### config.mk
export PLATFORM = sky130hd
export DESIGN_NAME = mccpu_ctrl
export DESIGN_NICKNAME = d
export VERILOG_FILES = /design/src/rtl/mccpu_ctrl_pkg.sv /design/src/rtl/mccpu_ctrl_decode.sv /design/src/rtl/mccpu_ctrl.sv
export SDC_FILE = /design/constraint.sdc
export NUM_CORES = 1
export LEC_CHECK = 0
export CAP_MARGIN = 30
export CORE_ASPECT_RATIO = 1.5
export CORE_UTILIZATION = 45
export CTS_BUF_LIST = sky130_fd_sc_hd__clkbuf_8 sky130_fd_sc_hd__clkbuf_16
export CTS_CLUSTER_SIZE = 25
export DETAILED_ROUTE_END_ITERATION = 7
export GPL_TIMING_DRIVEN = 0
export PLACE_DENSITY = 0.8
export SLEW_MARGIN = 20
export SYNTH_ARGS = -nofsm -noshare
export SYNTH_HDL_FRONTEND = slang
export SYNTH_SLANG_ARGS = --single-unit
### constraint.sdc
create_clock -name clk -period 2.3 [get_ports clk]
set_input_delay 0.46 -clock clk [delete_from_list [all_inputs] [get_ports clk]]
set_output_delay 0.46 -clock clk [all_outputs]
set_load 0.01 [all_outputs]
### src/rtl/mccpu_ctrl_pkg.sv
// Shared control encodings for the RV32I datapath: immediate, ALU, next-PC and
// write-data selects, plus the multi-cycle sequencer state codes.
package ctrl_encode_def;

  localparam logic [5:0] EXT_CTRL_ITYPE_SHAMT = 6'b100000;
  localparam logic [5:0] EXT_CTRL_ITYPE       = 6'b010000;
  localparam logic [5:0] EXT_CTRL_STYPE       = 6'b001000;
  localparam logic [5:0] EXT_CTRL_BTYPE       = 6'b000100;
  localparam logic [5:0] EXT_CTRL_UTYPE       = 6'b000010;
  localparam logic [5:0] EXT_CTRL_JTYPE       = 6'b000001;

  localparam logic [4:0] ALUOp_nop  = 5'b00000;
  localparam logic [4:0] ALUOp_lui  = 5'b00001;
  localparam logic [4:0] ALUOp_auipc = 5'b00010;
  localparam logic [4:0] ALUOp_add  = 5'b00011;
  localparam logic [4:0] ALUOp_sub  = 5'b00100;
  localparam logic [4:0] ALUOp_bne  = 5'b00101;
  localparam logic [4:0] ALUOp_blt  = 5'b00110;
  localparam logic [4:0] ALUOp_bge  = 5'b00111;
  localparam logic [4:0] ALUOp_bltu = 5'b01000;
  localparam logic [4:0] ALUOp_bgeu = 5'b01001;
  localparam logic [4:0] ALUOp_slt  = 5'b01010;
  localparam logic [4:0] ALUOp_sltu = 5'b01011;
  localparam logic [4:0] ALUOp_xor  = 5'b01100;
  localparam logic [4:0] ALUOp_or   = 5'b01101;
  localparam logic [4:0] ALUOp_and  = 5'b01110;
  localparam logic [4:0] ALUOp_sll  = 5'b01111;
  localparam logic [4:0] ALUOp_srl  = 5'b10000;
  localparam logic [4:0] ALUOp_sra  = 5'b10001;

  localparam logic [2:0] NPC_PLUS4  = 3'b000;
  localparam logic [2:0] NPC_BRANCH = 3'b001;
  localparam logic [2:0] NPC_JUMP   = 3'b010;

  localparam logic [1:0] WDSel_FromALU = 2'b00;
  localparam logic [1:0] WDSel_FromMEM = 2'b01;
  localparam logic [1:0] WDSel_FromPC  = 2'b10;

  localparam logic [6:0] OP_RTYPE  = 7'b0110011;
  localparam logic [6:0] OP_ITYPE  = 7'b0010011;
  localparam logic [6:0] OP_LOAD   = 7'b0000011;
  localparam logic [6:0] OP_STORE  = 7'b0100011;
  localparam logic [6:0] OP_BRANCH = 7'b1100011;
  localparam logic [6:0] OP_JAL    = 7'b1101111;
  localparam logic [6:0] OP_LUI    = 7'b0110111;

  localparam logic [6:0] F7_BASE = 7'b0000000;
  localparam logic [6:0] F7_ALT  = 7'b0100000;

  typedef enum logic [2:0] {
    S_IDLE   = 3'd0,
    S_FETCH  = 3'd1,
    S_DECODE = 3'd2,
    S_EXEC   = 3'd3,
    S_MEM    = 3'd4,
    S_WB     = 3'd5
  } state_t;

  // One flag per supported instruction class; all-zero means illegal.
  typedef struct packed {
    logic rtype;
    logic addi;
    logic lw;
    logic sw;
    logic beq;
    logic jal;
    logic lui;
  } insn_class_t;

endpackage

### src/rtl/mccpu_ctrl_decode.sv
// Combinational instruction decode: class flags and the single-cycle
// control encodings derived from opcode/funct fields.
module mc_decode
  import ctrl_encode_def::*;
(
  input  logic [6:0]  Op,
  input  logic [6:0]  Funct7,
  input  logic [2:0]  Funct3,
  output insn_class_t cls,
  output logic        illegal_dec,
  output logic [5:0]  EXTOp,
  output logic [4:0]  ALUOp,
  output logic        ALUSrc,
  output logic [1:0]  WDSel
);

  always_comb begin
    cls    = '0;
    EXTOp  = 6'b000000;
    ALUOp  = ALUOp_nop;
    ALUSrc = 1'b0;
    WDSel  = WDSel_FromALU;
    case (Op)
      OP_RTYPE: begin
        cls.rtype = 1'b1;
        case ({Funct7, Funct3})
          {F7_BASE, 3'b000}: ALUOp = ALUOp_add;
          {F7_ALT,  3'b000}: ALUOp = ALUOp_sub;
          {F7_BASE, 3'b001}: ALUOp = ALUOp_sll;
          {F7_BASE, 3'b100}: ALUOp = ALUOp_xor;
          {F7_BASE, 3'b101}: ALUOp = ALUOp_srl;
          {F7_ALT,  3'b101}: ALUOp = ALUOp_sra;
          {F7_BASE, 3'b110}: ALUOp = ALUOp_or;
          {F7_BASE, 3'b111}: ALUOp = ALUOp_and;
          default:           cls.rtype = 1'b0;
        endcase
      end
      OP_ITYPE: if (Funct3 == 3'b000) begin
        cls.addi = 1'b1;
        EXTOp    = EXT_CTRL_ITYPE;
        ALUOp    = ALUOp_add;
        ALUSrc   = 1'b1;
      end
      OP_LOAD: if (Funct3 == 3'b010) begin
        cls.lw = 1'b1;
        EXTOp  = EXT_CTRL_ITYPE;
        ALUOp  = ALUOp_add;
        ALUSrc = 1'b1;
        WDSel  = WDSel_FromMEM;
      end
      OP_STORE: if (Funct3 == 3'b010) begin
        cls.sw = 1'b1;
        EXTOp  = EXT_CTRL_STYPE;
        ALUOp  = ALUOp_add;
        ALUSrc = 1'b1;
      end
      OP_BRANCH: if (Funct3 == 3'b000) begin
        cls.beq = 1'b1;
        EXTOp   = EXT_CTRL_BTYPE;
        ALUOp   = ALUOp_sub;
      end
      OP_JAL: begin
        cls.jal = 1'b1;
        EXTOp   = EXT_CTRL_JTYPE;
        WDSel   = WDSel_FromPC;
      end
      OP_LUI: begin
        cls.lui = 1'b1;
        EXTOp   = EXT_CTRL_UTYPE;
        ALUOp   = ALUOp_lui;
        ALUSrc  = 1'b1;
      end
      default: ;
    endcase
  end

  assign illegal_dec = ~|cls;

endmodule

### src/rtl/mccpu_ctrl.sv
// Multi-cycle RV32I control sequencer: FETCH/DECODE/EXEC/MEM/WB over a single
// req/ready memory port, with strobe generation and a retired-instruction counter.
module mccpu_ctrl
  import ctrl_encode_def::*;
#(
  parameter int unsigned CNT_W = 32
) (
  input  logic             clk,
  input  logic             rstn,
  input  logic [6:0]       Op,
  input  logic [6:0]       Funct7,
  input  logic [2:0]       Funct3,
  input  logic             Zero,
  input  logic             mem_ready,
  output logic             MemReq,
  output logic             MemWrite,
  output logic             IorD,
  output logic             IRWrite,
  output logic             MDRWrite,
  output logic             RegWrite,
  output logic             PCWrite,
  output logic             ALUSrc,
  output logic [5:0]       EXTOp,
  output logic [4:0]       ALUOp,
  output logic [2:0]       NPCOp,
  output logic [1:0]       WDSel,
  output logic             illegal,
  output logic [2:0]       state_o,
  output logic [CNT_W-1:0] instret
);

  state_t      state, state_nx;
  insn_class_t cls;
  logic        illegal_dec;

  mc_decode u_decode (
    .Op          (Op),
    .Funct7      (Funct7),
    .Funct3      (Funct3),
    .cls         (cls),
    .illegal_dec (illegal_dec),
    .EXTOp       (EXTOp),
    .ALUOp       (ALUOp),
    .ALUSrc      (ALUSrc),
    .WDSel       (WDSel)
  );

  always_ff @(posedge clk or negedge rstn) begin
    if (!rstn) state <= S_IDLE;
    else       state <= state_nx;
  end

  // Moore strobes per state; only mem_ready and Zero gate anything.
  always_comb begin
    state_nx = S_IDLE;
    MemReq   = 1'b0;
    MemWrite = 1'b0;
    IorD     = 1'b0;
    IRWrite  = 1'b0;
    MDRWrite = 1'b0;
    RegWrite = 1'b0;
    PCWrite  = 1'b0;
    NPCOp    = NPC_PLUS4;
    illegal  = 1'b0;
    case (state)
      S_IDLE: state_nx = S_FETCH;
      S_FETCH: begin
        MemReq   = 1'b1;
        state_nx = S_FETCH;
        if (mem_ready) begin
          IRWrite  = 1'b1;
          state_nx = S_DECODE;
        end
      end
      S_DECODE: begin
        if (illegal_dec) begin
          illegal  = 1'b1;
          PCWrite  = 1'b1;
          state_nx = S_FETCH;
        end else begin
          state_nx = S_EXEC;
        end
      end
      S_EXEC: begin
        if (cls.beq) begin
          PCWrite  = 1'b1;
          NPCOp    = Zero ? NPC_BRANCH : NPC_PLUS4;
          state_nx = S_FETCH;
        end else if (cls.lw || cls.sw) begin
          state_nx = S_MEM;
        end else if (cls.rtype || cls.addi || cls.lui || cls.jal) begin
          state_nx = S_WB;
        end
      end
      S_MEM: begin
        MemReq   = 1'b1;
        IorD     = 1'b1;
        MemWrite = cls.sw;
        state_nx = S_MEM;
        if (mem_ready) begin
          if (cls.sw) begin
            PCWrite  = 1'b1;
            state_nx = S_FETCH;
          end else begin
            MDRWrite = 1'b1;
            state_nx = S_WB;
          end
        end
      end
      S_WB: begin
        RegWrite = 1'b1;
        PCWrite  = 1'b1;
        NPCOp    = cls.jal ? NPC_JUMP : NPC_PLUS4;
        state_nx = S_FETCH;
      end
      default: state_nx = S_IDLE;
    endcase
  end

  assign state_o = state;

  // Every PC update retires an instruction, except the skip over an illegal one.
  always_ff @(posedge clk or negedge rstn) begin
    if (!rstn)                   instret <= '0;
    else if (PCWrite && !illegal) instret <= instret + CNT_W'(1);
  end

endmodule

# Word level (Yosys, flattened, before mapping)
# Cells that the tools add are included.
# word_totals
output_inout_bits	60
word_cells	87
latch_bits	0
register_bits	35
mem_bits_rw	0
mem_count	0
mem_bits_ro	0
# op_classes
mul	0
n_lt_le_gt_ge	0
eq_ne	20
shift	0
bitwise_logic	0
n_reduce_logical	14
n_mux	50
div	0
addsub	1
# ops
operator	count
10-bit by 3-bit equality test with 1-bit output (second input constant)	4
5-bit case mux with 8 select lines	1
6-bit case mux with 6 select lines	1
32-bit by 1-bit adder with 32-bit output (second input constant)	1
1-bit 2-to-1 mux	27
5-bit case mux with 5 select lines	1
7-bit by 6-bit equality test with 1-bit output (second input constant)	3
3-bit 2-to-1 mux	7
10-bit by 9-bit equality test with 1-bit output (second input constant)	2
3-bit case mux with 5 select lines	1
7-bit equality test (second input constant)	2
10-bit by 1-bit equality test with 1-bit output (second input constant)	1
10-bit logical NOT	1
2-bit 2-to-1 mux	5
5-bit 2-to-1 mux	2
3-bit by 2-bit equality test with 1-bit output (second input constant)	3
2-bit case mux with 2 select lines	2
8-bit OR reduction	1
7-bit by 2-bit equality test with 1-bit output (second input constant)	1
7-bit by 5-bit equality test with 1-bit output (second input constant)	1
7-bit OR reduction	1
3-bit equality test (second input constant)	2
3-bit logical NOT	2
2-bit OR reduction	3
7 further kinds	10

# Logic depth before layout (Yosys ltp)
# Gate-level depths: netlist of run 1.
# depth
word_depth	11
ltp_mapped	8
ltp_nobuf	6

# By module
# Synthesis of run 1 repeated with hierarchy kept, for this count alone.
# hier_totals
hier_cells	234
area_unflattened_um2	2159.6
# modules_own_cells
module	area_each_um2	cells_each	n_inst
mccpu_ctrl	1765.4	172	1
mc_decode	394.1	62	1

# Worst setup path after synthesis of run 1
# No wires, ideal clock.
# synth_timing
path_kind	in2out
start	input Funct3[0]
end	output PCWrite
path_slack_ps	57
required_time_ps	1840
arrival_time_ps	1783
n_path_buf	2
stages	7
cell_sequence	buf_6 nor4_4 and4_4 and3_1 buf_4 nor2_1 o21ai_0
# synth_via
elab_chain_cells	7
elab_cells_between_ends	25
classes_between	eq/ne: 8; mux: 13; reduce/logical: 4
# synth_lines
element	line	rtl
from (decl)	mccpu_ctrl.sv:12	input logic [2:0] Funct3,
10-bit by 9-bit equality test with 1-bit output (tied with other cells)	mccpu_ctrl_decode.sv:26	case ({Funct7, Funct3})
8-bit OR reduction (no source line)	-	
1-bit 2-to-1 mux	mccpu_ctrl_decode.sv:26	
1-bit 2-to-1 mux	mccpu_ctrl_decode.sv:23	case (Op)
7-bit OR reduction	mccpu_ctrl_decode.sv:77	assign illegal_dec = ~|cls;
1-bit 2-to-1 mux	mccpu_ctrl.sv:76	if (illegal_dec) begin
1-bit case mux with 4 select lines (*)	mccpu_ctrl.sv:65	case (state)
to (decl)	mccpu_ctrl.sv:21	output logic PCWrite,
# Mark *: on every way between the ends. The rest lies on a longest branch, timed or not.

# Worst setup path after layout of run 1
# layout_timing
start	input Funct7[0]
end	output PCWrite
# layout_via
elab_chain_cells	7
elab_cells_between_ends	14
classes_between	eq/ne: 7; mux: 4; reduce/logical: 3
# layout_lines
element	line	rtl
from (decl)	mccpu_ctrl.sv:11	input logic [6:0] Funct7,
10-bit by 9-bit equality test with 1-bit output (tied with other cells)	mccpu_ctrl_decode.sv:26	
8-bit OR reduction (no source line) (*)	-	
1-bit 2-to-1 mux (*)	mccpu_ctrl_decode.sv:26	
1-bit 2-to-1 mux (*)	mccpu_ctrl_decode.sv:23	
7-bit OR reduction (*)	mccpu_ctrl_decode.sv:77	
1-bit 2-to-1 mux (*)	mccpu_ctrl.sv:76	
1-bit case mux with 4 select lines (*)	mccpu_ctrl.sv:65	
# Marks and branches as above.

==> impl_metrics.csv, run 1 <==
group,metric,value,unit
finish,drive_above_1_share,0.231,
global_route,grt_antenna_before_repair,0,
sta,hold_viol_final,0,
setup_path,critical_path_required,1.84,ns
synth,async_flop_share,1.00,
sta,slew_viol_final,0,
floorplan,die_height,89.6,um
clocking,holdBufCountCts,0,
pwr,ir_drop,0.000254,V
place,placed_area,3150,um^2
finish,fin_nets,359,
synth,synth_warnings,0,
pwr,powerDensity,436,nW/um^2
synth,yosys.area.top_type,"dfrtp_1",
setup_path,rr_worst_depth,7,
route,dr.pass1.iters,4,
clocking,clkLatencyLatePin,0.29,ns
sta,tns,-0.00775,ns
floorplan,coreArea,4890,um^2
route,num_vias,2308,
place,io_buffers,75,
setup_path,path_max_fanout,3,
setup_path,crit_path_start_kind,"primary input",
outcome,outcome,"finished with violations",
sta,fmax,433,MHz
job,maxCapViolations,0,
clocking,cts_buffers,5,
clocking,cts_buffer_depth,2,
clocking,cts_tree,"built",
synth,synth_commonest_cells,"dfrtp_1, xnor2_1, nor2_1",
clocking,cts_htree_levels,2,
sta,hold_ws,0.0177,ns
global_route,overflow,0,
global_route,grt_max_degree,29,
route,avgRoutedWirePerCell,16.2,um
floorplan,fp.dieW,60.4,um
route,routed_wl,6.55,mm
outcome,violations,"setup timing",
route,drt-initial-drc-count,116,
global_route,grt_pass1_vias,2187,
synth,ys_seq_area_frac,0.381,
setup_path,worstPathArrival,1.85,ns
sta,layout_min_cycle_time,2.31,ns
sta,period_share,1.00,
finish,area_growth,49.3,%
floorplan,start_util,0.471,
synth,synth_cells,238,
sta,setup_viol,1,
synth,synth_cell_type_count,46,
route,vias_per_cell,5.71,
global_route,grt_pass1_wl,10.3,mm
clocking,clockRootBuffer,"clkbuf_8",
synth,synth_edf_count,0,
pwr,power_leakage,1.50,nW
floorplan,io_pins,81,
sta,worst_slack,-0.00775,ns
hold_path,hp-class,"primary input to async pin",
synth,synth.avg_cell_area,9.67,um^2
place,pre_cts_ws,-0.974,ns
route,drc,0,
finish,postLayoutCellArea,3440,um^2
place,gp_congestion,0.844,
synth,ys_ff_latch,35,
pwr,total_power,0.00150,W
synth,synth_area,2300,um^2
clocking,clock_sinks,35,
synth,synthTopCellsByArea,"dfrtp_1, xnor2_1, o2111ai_1",
sta,rsz0062_at_grt,"yes",
setup_path,critPathKind,"primary input to output pin",
setup_path,endpoint_kind,"output pin",
synth,ys.flop_type,"dfrtp_1",
route,antenna_left,0,
floorplan,num_rows,31,
clocking,clk_pin_slew_worst_paths,0.07,ns
synth,synth_top_area_frac,0.381,
sta,fin_skew,0.0102,ns
global_route,grt_usage,0.257,
place,hpwl,4.56,mm
floorplan,die-area,5410,um^2
finish,antenna_cells,0,
## per-stage QoR
stage	cells	utilization
4_1_cts	400	0.685
6_report	404	0.703
5_1_grt	404	0.703
3_3_place_gp	380	0.642
2_1_floorplan	239	-
3_5_place_dp	381	0.645
## timing repair
action	CTS	global route
buffers inserted	13	4
endpoints found under the setup margin	24	20
gates resized for setup	80	22
pin swaps	10	10
## sequential cells by signal, indices dropped and copies added (netlist names)
register / flops
state_o: 3
instret: 32
## worst paths after layout
path	slack [ns]	start	to
worst max register to register	0.20	state_o[2]$_DFF_PN0_	instret[27]$_DFFE_PN0P_
worst min register to register	0.48	instret[31]$_DFFE_PN0P_	instret[31]$_DFFE_PN0P_
max in group asynchronous	1.87	rstn	state_o[0]$_DFF_PN0_
worst max-delay path	-0.008	Funct7[0]	PCWrite
min in group clk	0.48	instret[31]$_DFFE_PN0P_	instret[31]$_DFFE_PN0P_
worst min-delay path	0.02	rstn	instret[11]$_DFFE_PN0P_
## cells in the final DEF, fill, tap and decap left out, types with 2 or more instances in the layout
| master | instances |
|---|---|
| clkdlybuf4s50_1 | 46 |
| xnor2_1 | 35 |
| dfrtp_1 | 32 |
| buf_4 | 19 |
| nor2_1 | 15 |
| and3_1 | 15 |
| dlygate4sd2_1 | 13 |
| o2111ai_1 | 12 |
| buf_6 | 10 |
| nand3_1 | 10 |
| o211ai_1 | 10 |
| o21ai_0 | 9 |
| nand4_1 | 8 |
| clkbuf_8 | 8 |
| buf_2 | 8 |
| nand2_1 | 7 |
| inv_1 | 6 |
| and4_1 | 6 |
| o2111ai_2 | 4 |
| nor2b_4 | 3 |
| nor3_1 | 3 |
| clkbuf_2 | 3 |
| dfrtp_2 | 3 |
| nor4_4 | 2 |
| and4b_1 | 2 |
| nor2b_1 | 2 |
| nand2b_1 | 2 |
| a21oi_1 | 2 |
| o21a_1 | 2 |
| and2_1 | 2 |
| clkbuf_1 | 2 |
| conb_1 | 2 |
## critical path, stage by stage
cell     delay, ns
buf_6         0.10
nor4_4        0.26
nand4_1       0.20
buf_4         0.20
a221o_1       0.29
nand4_1       0.12
o21ai_1       0.07
buf_2         0.14
## layout make-up
| class | count | area, um^2 |
|---|---|---|
| well taps | 66 | 82.6 |
| multi-input cells | 179 | 1360 |
| clock buffers | 7 | 96.3 |
| flip-flops and latches | 35 | 880 |
| clock inverters | 1 | 7.51 |
| inverters | 7 | 26.3 |
| plain buffers | 16 | 130 |
| fillers | 391 | 1450 |
| repair buffers | 93 | 856 |
## layer usage
| layer | track usage | share of wire | up-vias |
|---|---|---|---|
| met5 | 0 | 0 | - |
| met4 | 0.135 | 0.036 | 0 |
| met3 | 0.0415 | 0.051 | 19 |
| met2 | 0.473 | 0.54 | 104 |
| met1 | 0.272 | 0.37 | 1105 |
| li1 | - | - | 1080 |
## cell families (layout without fill, tap and decap cells)
kind of cell    count (synthesis)  after routing  synth area share
other cells                     1              2           0.00163
compound gates                 50             50             0.177
flops                          35             35             0.381
fa+ha+maj                       1              1           0.00544
xor+xnor                       36             36             0.137
simple gates                   88             88             0.227
buf+inv                        25            124            0.0620
mux                             2              2           0.00924
## power breakdown
group	total, W	leakage (nW)	switching, W	internal (W)
clock	0.000484	0.0505	0.000212	0.000272
sequential	0.000689	0.476	0.0000495	0.000639
combinational	0.000326	0.969	0.000152	0.000174
total	0.00150	1.50	0.000414	0.00109
(Power assumes the default switching activity.)
==> run 2, diff against run 1 <==
--- a/config.mk
+++ b/config.mk
@@ -13,7 +13,6 @@
 export DETAILED_ROUTE_END_ITERATION = 7
 export GPL_TIMING_DRIVEN = 0
 export PLACE_DENSITY = 0.8
-export SLEW_MARGIN = 20
 export SYNTH_ARGS = -nofsm -noshare
 export SYNTH_HDL_FRONTEND = slang
 export SYNTH_SLANG_ARGS = --single-unit
==> impl_metrics.csv, run 2 (synthesis gave the netlist of run 1 again) <==
group,metric,value,unit
route,drc,0,
job,maxCapViolations,0,
setup_path,path_max_fanout,7,
clocking,cts_htree_levels,2,
setup_path,critical_path_required,1.84,ns
setup_path,crit_chain,"buf_6 -> nor4_4 -> buf_4 -> and4_4 -> and3_1 -> buf_4 -> nor2_4 -> o21ai_1 -> buf_2",
finish,nFillCells,395,
sta,layout_min_cycle_time,2.29,ns
sta,fin_skew,0.0118,ns
global_route,grt_antenna_before_repair,0,
floorplan,coreArea,4890,um^2
floorplan,die_height,89.6,um
setup_path,rr_worst_depth,7,
finish,mostFrequentLayoutCell,"clkdlybuf4s50_1",
sta,setup_viol,0,
place,place_inst,380,
place,gp_congestion,0.844,
route,avgRoutedWirePerCell,15.8,um
setup_path,critPathKind,"primary input to output pin",
hold_path,hp-class,"primary input to async pin",
route,dr.pass1.iters,4,
route,antenna_left,0,
clocking,cts_tree,"built",
sta,rsz0062_at_grt,"yes",
setup_path,crit_path_start,"Funct3[0]",
route,drt-initial-drc-count,136,
floorplan,fp.dieW,60.4,um
clocking,clockRootBuffer,"clkbuf_8",
pwr,power_leakage,1.50,nW
sta,hold_viol_final,0,
setup_path,r2r_slack,0.26,ns
global_route,grt_usage,0.252,
sta,slew_viol_final,0,
global_route,grt_pass1_vias,2219,
clocking,holdBufCountCts,0,
global_route,grt_max_degree,36,
finish,final_cells,403,
setup_path,cp_top_family,"simple AND/OR/NAND/NOR gates",
sta,tightest_slew,0.753,ns
clocking,clk_pin_slew_worst_paths,0.08,ns
finish,fin_nets,358,
setup_path,worst_r2r_endpoint,"instret[27]$_DFFE_PN0P_",
finish,antenna_cells,0,
place,io_buffers,75,
setup_path,worst-path-buf-inv,4,
outcome,outcome,"finished, final reports clean",
floorplan,start_util,0.471,
pwr,powerDensity,444,nW/um^2
clocking,clock_sinks,35,
setup_path,crit_path_start_kind,"primary input",
clocking,cts_buffer_depth,2,
route,num_vias,2329,
sta,fmax,436,MHz
setup_path,endpoint_kind,"output pin",
floorplan,io_pins,81,
setup_path,slowest_stage,"nor4_4",
global_route,grt_pass1_wl,10.1,mm
finish,area_growth,47.5,%
finish,mostFrequentLayoutCells,"clkdlybuf4s50_1, xnor2_1, dfrtp_1",
global_route,overflow,0,
finish,largest_register_ffs,32,
floorplan,num_rows,31,
setup_path,crit-reg2reg-launch,"state_o[2]$_DFF_PN0_",
setup_path,max_stage_delay,0.28,ns
floorplan,die-area,5410,um^2
setup_path,cp_common_cell,"buf_4",
sta,period_share,0.998,
clocking,clkLatencyLatePin,0.29,ns
sta,relSlewSlack,0.498,
finish,max_flop_register,"instret",
route,routed_wl,6.36,mm
route,vias_per_cell,5.78,
place,hpwl,4.49,mm
clocking,cts_buffers,5,
finish,drive_above_1_share,0.226,
finish,postLayoutCoreUtil,0.695,
pwr,ir_drop,0.000375,V
setup_path,worstPathArrival,1.83,ns
[run 2: changes by cell type in the layout (fill, tap and decap cells not counted), moves of 2 or more]
cell,before,now
buf_2,8,11
buf_4,19,21
clkdlybuf4s15_1,1,3
buf_6,10,7
[run 2: through the flow]
step	total power [W]	cell area, um^2	worst slack (ns)	TNS, ns	hold slack [ns]
after floorplan	0.000834	2300	0.0572	0	0.164
after detailed placement	0.00100	3130	-0.966	-19.43	0.468
after global routing	0.00157	3390	-0.0662	-0.103	0.298
final	0.00151	3390	0.00561	0	0.237
after CTS	0.00149	3330	0.00106	0	0.261
after global placement	0.00100	3140	-0.943	-19.86	0.461
[run 2: layout make-up]
class                   count  area, um^2  area share
plain buffers              16         123      0.0361
clock buffers               7        96.3      0.0284
flip-flops and latches     35         880       0.259
inverters                   7        26.3     0.00774
clock inverters             1        7.51     0.00221
well taps                  66        82.6      0.0243
multi-input cells         179        1360       0.400
repair buffers             92         822       0.242
[run 2: metal layers]
metal  vias to the layer above  global-route usage  wire [um]
met5                         -                   0          0
met4                         0               0.135        257
met3                        24              0.0444        343
met2                       117               0.464       3340
met1                      1109               0.264       2420
li1                       1079                   -          -
[run 2: worst max-delay path by stage]
stage	end	slack, ns	depth (start not counted)
detailed placement	PCWrite	-0.97	7
floorplan	PCWrite	0.06	7
global placement	PCWrite	-0.94	8
CTS	PCWrite	0.001	8
global route	PCWrite	-0.07	9
finish	PCWrite	0.006	9
[run 2: repair_timing]
action / CTS / global route
resized for setup: 81 / 16
setup endpoints to repair: 23 / 22
hold endpoints to repair: 0 / 0
pin swaps: 10 / 7
gates cloned: 0 / 0
setup buffers: 13 / 4
[run 2: power breakdown]
group	internal, W	total, W	switching (W)
Clock	0.000272	0.000485	0.000213
Sequential	0.000639	0.000684	0.0000451
Combinational	0.000178	0.000337	0.000159
Total	0.00109	0.00151	0.000417
